$ cat config.mk
export PLATFORM = sky130hd
export DESIGN_NAME = mem_stage
export DESIGN_NICKNAME = d
export VERILOG_FILES = /design/src/rtl/mem_stage.sv
export SDC_FILE = /design/constraint.sdc
export NUM_CORES = 1
export LEC_CHECK = 0
export ABC_AREA = 0
export BUFFER_PORTS_ARGS = -buffer_cell sky130_fd_sc_hd__buf_2
export CORE_ASPECT_RATIO = 1.1
export CORE_MARGIN = 2
export CORE_UTILIZATION = 31
export CTS_CLUSTER_SIZE = 12
export DETAILED_ROUTE_END_ITERATION = 12
export PLACE_DENSITY = 0.64
export SYNTH_ARGS = -nofsm -noshare
export SYNTH_HDL_FRONTEND = slang
export SYNTH_SLANG_ARGS = --single-unit
$ cat constraint.sdc
create_clock -name clk -period 14.18 [get_ports clk]
set_clock_uncertainty 0.05 [all_clocks]
set_input_delay 2.836 -clock clk [delete_from_list [all_inputs] [get_ports clk]]
set_output_delay 2.836 -clock clk [all_outputs]
set_load 0.005 [all_outputs]
$ cat src/rtl/mem_stage.sv
// Memory-access pipeline stage: latches the EX->MS bus, waits for the data-SRAM
// response, aligns/extends load data and drives WB, decode forwarding and ms_ex.
module mem_stage #(
  parameter int ES_BUS_WD = 161,
  parameter int MS_BUS_WD = 125,
  parameter int FWD_WD    = 42
) (
  input  logic                 clk,
  input  logic                 reset,
  output logic                 ms_allowin,
  input  logic                 es_to_ms_valid,
  input  logic [ES_BUS_WD-1:0] es_to_ms_bus,
  input  logic                 ws_allowin,
  output logic                 ms_to_ws_valid,
  output logic [MS_BUS_WD-1:0] ms_to_ws_bus,
  input  logic                 flush,
  input  logic                 data_sram_data_ok,
  input  logic [31:0]          data_sram_rdata,
  output logic [FWD_WD-1:0]    ms_fwd_bus,
  output logic                 ms_ex
);

  typedef enum logic [2:0] {
    LD_W    = 3'd0,
    LD_B    = 3'd1,
    LD_BU   = 3'd2,
    LD_H    = 3'd3,
    LD_HU   = 3'd4,
    LD_WL   = 3'd5,
    LD_WR   = 3'd6,
    LD_NONE = 3'd7
  } ld_type_e;

  logic                 ms_valid;
  logic [ES_BUS_WD-1:0] es_bus_r;
  logic                 buf_valid;
  logic [31:0]          buf_data;
  logic                 discard;

  logic        tlbwi, tlbr, bd, ex, mem_req;
  logic [31:0] badvaddr, rt_old, pc, full_result, final_result, ld_data;
  logic [10:0] c0_bus;
  logic [4:0]  excode, dest;
  logic [3:0]  rf_we;
  logic [1:0]  addr_low;
  ld_type_e    ld_type;
  logic        eret;
  logic        ms_ready_go;
  logic [7:0]  ld_byte;
  logic [15:0] ld_half;

  assign tlbwi       = es_bus_r[160];
  assign tlbr        = es_bus_r[159];
  assign badvaddr    = es_bus_r[158:127];
  assign c0_bus      = es_bus_r[126:116];
  assign bd          = es_bus_r[115];
  assign ex          = es_bus_r[114];
  assign excode      = es_bus_r[113:109];
  assign rf_we       = es_bus_r[108:105];
  assign dest        = es_bus_r[104:100];
  assign ld_type     = ld_type_e'(es_bus_r[99:97]);
  assign mem_req     = es_bus_r[96];
  assign addr_low    = es_bus_r[95:94];
  assign rt_old      = es_bus_r[93:62];
  assign full_result = {es_bus_r[61:32], addr_low};
  assign pc          = es_bus_r[31:0];
  // eret travels as the top bit of the CP0 sideband bus
  assign eret        = c0_bus[10];

  assign ms_ready_go    = !mem_req || buf_valid || (data_sram_data_ok && !discard);
  assign ms_allowin     = !ms_valid || (ms_ready_go && ws_allowin);
  assign ms_to_ws_valid = ms_valid && ms_ready_go;
  assign ms_ex          = ms_valid && (ex || eret);

  assign ld_data = buf_valid ? buf_data : data_sram_rdata;

  always_comb begin
    ld_byte = '0;
    unique case (addr_low)
      2'd0: ld_byte = ld_data[7:0];
      2'd1: ld_byte = ld_data[15:8];
      2'd2: ld_byte = ld_data[23:16];
      2'd3: ld_byte = ld_data[31:24];
    endcase
    ld_half = addr_low[1] ? ld_data[31:16] : ld_data[15:0];
  end

  always_comb begin
    final_result = full_result;
    unique case (ld_type)
      LD_W:  final_result = ld_data;
      LD_B:  final_result = {{24{ld_byte[7]}}, ld_byte};
      LD_BU: final_result = {24'd0, ld_byte};
      LD_H:  final_result = {{16{ld_half[15]}}, ld_half};
      LD_HU: final_result = {16'd0, ld_half};
      LD_WL: begin
        unique case (addr_low)
          2'd0: final_result = {ld_data[7:0],  rt_old[23:0]};
          2'd1: final_result = {ld_data[15:0], rt_old[15:0]};
          2'd2: final_result = {ld_data[23:0], rt_old[7:0]};
          2'd3: final_result = ld_data;
        endcase
      end
      LD_WR: begin
        unique case (addr_low)
          2'd0: final_result = ld_data;
          2'd1: final_result = {rt_old[31:24], ld_data[31:8]};
          2'd2: final_result = {rt_old[31:16], ld_data[31:16]};
          2'd3: final_result = {rt_old[31:8],  ld_data[31:24]};
        endcase
      end
      LD_NONE: final_result = full_result;
    endcase
  end

  assign ms_to_ws_bus = ms_valid ?
    {tlbwi, tlbr, badvaddr, c0_bus, bd, ex, excode, rf_we, dest, final_result, pc} : '0;

  assign ms_fwd_bus = ms_valid ?
    {mem_req && !ms_ready_go, rf_we, dest, final_result} : '0;

  always_ff @(posedge clk) begin
    if (reset) begin
      ms_valid <= 1'b0;
    end else if (flush) begin
      ms_valid <= 1'b0;
    end else if (ms_allowin) begin
      ms_valid <= es_to_ms_valid;
    end
  end

  always_ff @(posedge clk) begin
    if (es_to_ms_valid && ms_allowin) begin
      es_bus_r <= es_to_ms_bus;
    end
  end

  always_ff @(posedge clk) begin
    if (reset) begin
      buf_valid <= 1'b0;
      buf_data  <= '0;
    end else if (flush || (ms_to_ws_valid && ws_allowin)) begin
      buf_valid <= 1'b0;
    end else if (data_sram_data_ok && !discard && ms_valid && !ws_allowin) begin
      buf_valid <= 1'b1;
      buf_data  <= data_sram_rdata;
    end
  end

  // A flushed load still owes one response; swallow it so the next load waits for its own.
  always_ff @(posedge clk) begin
    if (reset) begin
      discard <= 1'b0;
    end else if (flush && ms_valid && mem_req && !buf_valid && !data_sram_data_ok) begin
      discard <= 1'b1;
    end else if (data_sram_data_ok && discard) begin
      discard <= 1'b0;
    end
  end

endmodule

* Word level (Yosys, flattened, before mapping)
Index checks and enable logic that the tools add are counted.
Storage, ports and cells: register bits 196, latch bits 0, memory bits (writable) 0, memory bits (read-only) 0, output and inout bits 170, word-level logic and storage cells 58, memories 0
Operators by class: add/subtract/negate cells 0, $mul 0, divide/modulo/power cells 0, order comparisons 0, equal/unequal tests 10, shift-type cells 0, multiplexer cells 10, bitwise gates (word level) 1, reductions and logical operators 32
Operator list (number):
- 32-bit one-hot mux with 4 select lines | 2
- 32-bit one-hot mux with 8 select lines | 1
- 125-bit two-way mux | 1
- 42-bit two-way mux | 1
- 32-bit two-way mux | 1
- 8-bit one-hot mux with 4 select lines | 1
- 16-bit two-way mux | 1
- 1-bit logical AND | 14
- 3-bit == test, second input constant | 4
- 1-bit logical NOT | 7
- 3-bit by 2-bit == test with 1-bit output, second input constant | 2
- 1-bit logical OR | 5
- 2-bit == test, second input constant | 2
- 2-bit OR reduction | 2
- 3-bit by 1-bit == test with 1-bit output, second input constant | 1
- 3-bit logical NOT | 1
- 2-bit by 1-bit == test with 1-bit output, second input constant | 1
- 2-bit logical NOT | 1
- 1-bit two-way mux | 2
- 2-bit AND reduction | 1
- 2-bit nonzero test | 1
- 1-bit NOT | 1

* Longest topological paths before layout
depth after elaboration 8, mapped depth 9, gate-level depth less buffers 5

* Worst setup path before layout
OpenSTA, ideal clock, no wires.
path kind input port to flip-flop, start point input data_sram_data_ok, end point register es_bus_r[0], enable pin, arrival 11.004 ns, slack 2.391 ns, cell stages on the path 4, cell sequence nor2b_1 > nand2b_1 > nand2_1 > a21oi_1
Between the ends: word-level cells in the longest chain between the ends 5
Ends and longest elaborated chain:
- start: declaration | RTL line 17 | input logic data_sram_data_ok,
- 1-bit logical AND | RTL line 70 | assign ms_ready_go = !mem_req || buf_valid || (data_sram_data_ok && !discard);
- 1-bit logical OR | RTL line 70
- 1-bit logical AND | RTL line 71 | assign ms_allowin = !ms_valid || (ms_ready_go && ws_allowin);
- 1-bit logical OR | RTL line 71
- 1-bit logical AND | RTL line 133 | if (es_to_ms_valid && ms_allowin) begin
- end signal: assignment | RTL line 134 | es_bus_r <= es_to_ms_bus;
- end: declaration | RTL line 35 | logic [ES_BUS_WD-1:0] es_bus_r;
Every way passes these cells. A chain may end at the register's enable or synchronous reset.

* Final worst setup path
start point input data_sram_rdata[31], end point output ms_to_ws_bus[43]
Between the ends: word-level cells in the longest chain between the ends 4
Ends and longest elaborated chain:
- start: declaration | RTL line 18 | input logic [31:0] data_sram_rdata,
- 32-bit two-way mux | RTL line 75 | assign ld_data = buf_valid ? buf_data : data_sram_rdata;
- 8-bit one-hot mux with 4 select lines | RTL line 79 | unique case (addr_low)
- 32-bit one-hot mux with 8 select lines | RTL line 90 | unique case (ld_type)
- 125-bit two-way mux | RTL line 116 | assign ms_to_ws_bus = ms_valid ?
- end: declaration | RTL line 15 | output logic [MS_BUS_WD-1:0] ms_to_ws_bus,
Every way passes these cells.

==> metrics.md <==
| Metric | Value |
|---|---|
| Hold depth | `2` |
| Height of the die | `slightly below 200 microns` |
| Number of global-route vias before repair | `8173` |
| Leakage | `between 5 and 6 nW` |
| Residual DRC count | `0` |
| Average cell area after synthesis | `11.89 sq um` |
| Crit. Startpoint | `data_sram_rdata[31]` |
| Endpoints failing hold | `0` |
| Tmin final | `between 7000 and 8000 ps` |
| Synth cell types | `42` |
| Fin nets | `between 1000 and 1500` |
| Top_reg_cell synth | `edfxtp_1` |
| Hold path start | `buf_data[26]` |
| Post-synth top area share | `47.46%` |
| H-tree depth reported by CTS | `4` |
| DP HPWL | `~26 mm` |
| Ys async rst share | `0%` |
| Worst Tran Pin Value | `about 1200 ps` |
| Post-route ant nets | `0` |
| P_int | `roughly 0.96 mW` |
| Yosys warns | `0` |
| Synthesized flop and latch total | `just under 200` |
| Sequential Power Share | `slightly above 50%` |
| # rows | `between 60 and 70` |
| CTS buffer count | `17` |
| Post-synth top area cell | `edfxtp_1` |
| Die W | `176.8 microns` |
| Final cell count without fillers | `roughly 1600` |
| Share of cells above drive strength 1 | `42.36%` |
| Die area | `approximately 34000 sq um` |
| TritonCTS clock tree | `built` |
| Final core utilization | `about two fifths` |
| Crit path launch type | `input pin` |
| RePlAce Congestion | `about 0.95` |
| Share of the yosys chip area belonging to registers | `54.34%` |
| Clk sink count | `between 150 and 200` |
| Starting Density | `about a third` |
| Fillers | `between 3000 and 4000` |
| Final count of negative-setup-slack endpoints | `0` |
| Min-Delay Path Class | `register to register` |
| Detailed-route vias per instance | `5.213` |
| I/O Buffers | `~370` |
| P_sw | `roughly 0.35 mW` |
| Critical Path RT | `11290 ps` |
| Kind of end point of the critical path | `primary output` |
| Relative slew slack | `roughly a fifth` |
| WHS | `about 420 ps` |
| Sw Ratio | `about a quarter` |
| Max Slew Vio Count | `0` |
| Placed Cells | `~1600` |
| Post-synth EDFFs | `161` |
| Status | `complete, no violations` |
| F_max | `approximately 130 MHz` |
| GR Util All Layers | `about a fifth` |
| Crit share post-route | `about 53%` |
| Cells after Synth | `approximately 860` |
| I/O Pins | `approximately 370` |
| CP max FO | `7` |
| Worst reg2reg setup slack | `roughly 11000 ps` |
| Clock power frac | `35.8%` |
| DRT Pass-1 Iters | `5` |
| Setup Buffers After CTS | `0` |
| Worst R2R Path Depth | `7` |
| Drt first-iter violations | `about 640` |
| Hold buffer count at cts | `0` |
| Area contributors post-synth | `edfxtp_1, mux4_2, dfxtp_1` |
| Core Area | `between 30000 and 40000 sq um` |
| Maximum vdd drop | `0.09738 mV` |
| First-pass GRT wire length | `about 52 mm` |
| Combinational share of power | `between 10% and 20%` |
| Reg2reg start | `buf_valid` |
| PostCTS Resize Cnt | `0` |
| Power per cell area | `between 100 and 150 nW/um^2` |
| CTS root buffer | `clkbuf_16` |
| WL per Instance | `22.44 microns` |
| MaxCap Viol Count | `0` |
| Setup_tns | `0 ps` |
| Syn Nets | `about 1100` |
| RSZ-0062 raised after global routing | `false` |
| Largest net degree at the start of global routing | `96` |
| Clk slew on worst S/H paths | `roughly 70 ps` |
| WS Path Type | `input pin to primary output` |
| Clock Tree Buf Depth | `2` |
| Total Wirelength | `between 30 and 40 mm` |
| Mapped Area | `10190 sq um` |
| Grt ovf | `0` |
| CP arrival | `~4700 ps` |
| Via count | `8283` |
| Initial antenna violation count | `20` |
| Area grow syn2layout | `23.69%` |
| Clock Latency Late Sink | `roughly 450 ps` |
==> worst paths after layout <==
check | endpoint
setup reg to reg | es_bus_r[98]
hold reg to reg | buf_data[26]
setup / recovery | ms_to_ws_bus[43]
hold / removal | buf_data[26]
==> layout make-up <==
class	count	area (sq um)	area share [%]
Tap cell	426	533.0	4.230
Clock inverter	14	120.1	0.9532
Inverter	4	15.01	0.1192
Antenna cell	4	10.01	0.07944
Clock buffer	17	425.4	3.376
Sequential cell	196	5540	43.97
Multi-Input combinational cell	549	4033	32.00
Timing Repair Buffer	379	1924	15.27
==> power groups by stage <==
stage	Clock [mW]	Combinational (mW)	Sequential (mW)
final	0.467	0.168	0.669
after global routing	0.498	0.184	0.672
after CTS	0.479	0.169	0.669
after detailed placement	0	0.167	0.682
after global placement	0	0.167	0.681
after floorplan	0	0.0992	0.682
==> metal layers <==
layer	routed length (microns)	global-route usage, %	share of wire [%]
met5	136	0	0.38
met4	880	6.612	2.5
met3	3823	7.608	11
met2	17740	35.50	50
met1	13090	23.89	37
==> per-stage QoR <==
step	setup WS (ps)	area (sq um)	total power, mW
final	6608	12600	1.305
after global placement	6675	12050	0.8478
after floorplan	2391	10190	0.7812
after detailed placement	6617	12050	0.8495
after CTS	6614	12590	1.317
after global routing	6469	12590	1.353
==> placed cells by master (no fill, tap or decap), types with 5 or more instances in the layout <==
cell type	netlist	layout
a22oi_1	10	10
o211ai_1	7	7
a31oi_1	14	14
inv_6	0	5
a21oi_1	53	52
buf_4	48	11
nor2_1	28	27
buf_2	12	368
dfxtp_1	35	33
a32o_1	7	7
or2_2	7	7
nand2_1	109	109
and2_1	95	95
mux4_2	37	37
a32oi_1	7	7
mux2_2	28	28
o21ai_0	56	56
clkbuf_16	0	17
edfxtp_1	161	161
a221oi_1	19	19
mux2i_1	38	38
==> registers in the layout (all words and copies together), names as in the netlist <==
name and count:
buf_data 32, es_bus_r 161, ms_valid 1, discard 1, buf_valid 1
==> critical path: stages <==
cell,delay (ps)
buf_2,120
mux2i_1,140
mux4_2,580
nand2_1,90
nand2_1,270
a41oi_1,450
buf_2,190
==> Yosys cell counts, types with 4 or more instances <==
library cell	n
a211oi_1	4
a21oi_1	53
a221oi_1	19
a22oi_1	10
a31oi_1	14
a32o_1	7
a32oi_1	7
and2_1	95
buf_1	4
buf_2	12
buf_4	48
clkbuf_1	41
dfxtp_1	35
edfxtp_1	161
mux2_2	28
mux2i_1	38
mux4_2	37
nand2_1	109
nor2_1	28
o211ai_1	7
o21ai_0	56
or2_2	7
==> cell families after synthesis <==
family / Yosys count / synth area share [%]
mux: 103 / 15.01
buf+inv: 112 / 6.264
compound gates: 189 / 11.94
simple gates: 257 / 12.45
flops: 196 / 54.34
(Power assumes the default switching activity.)
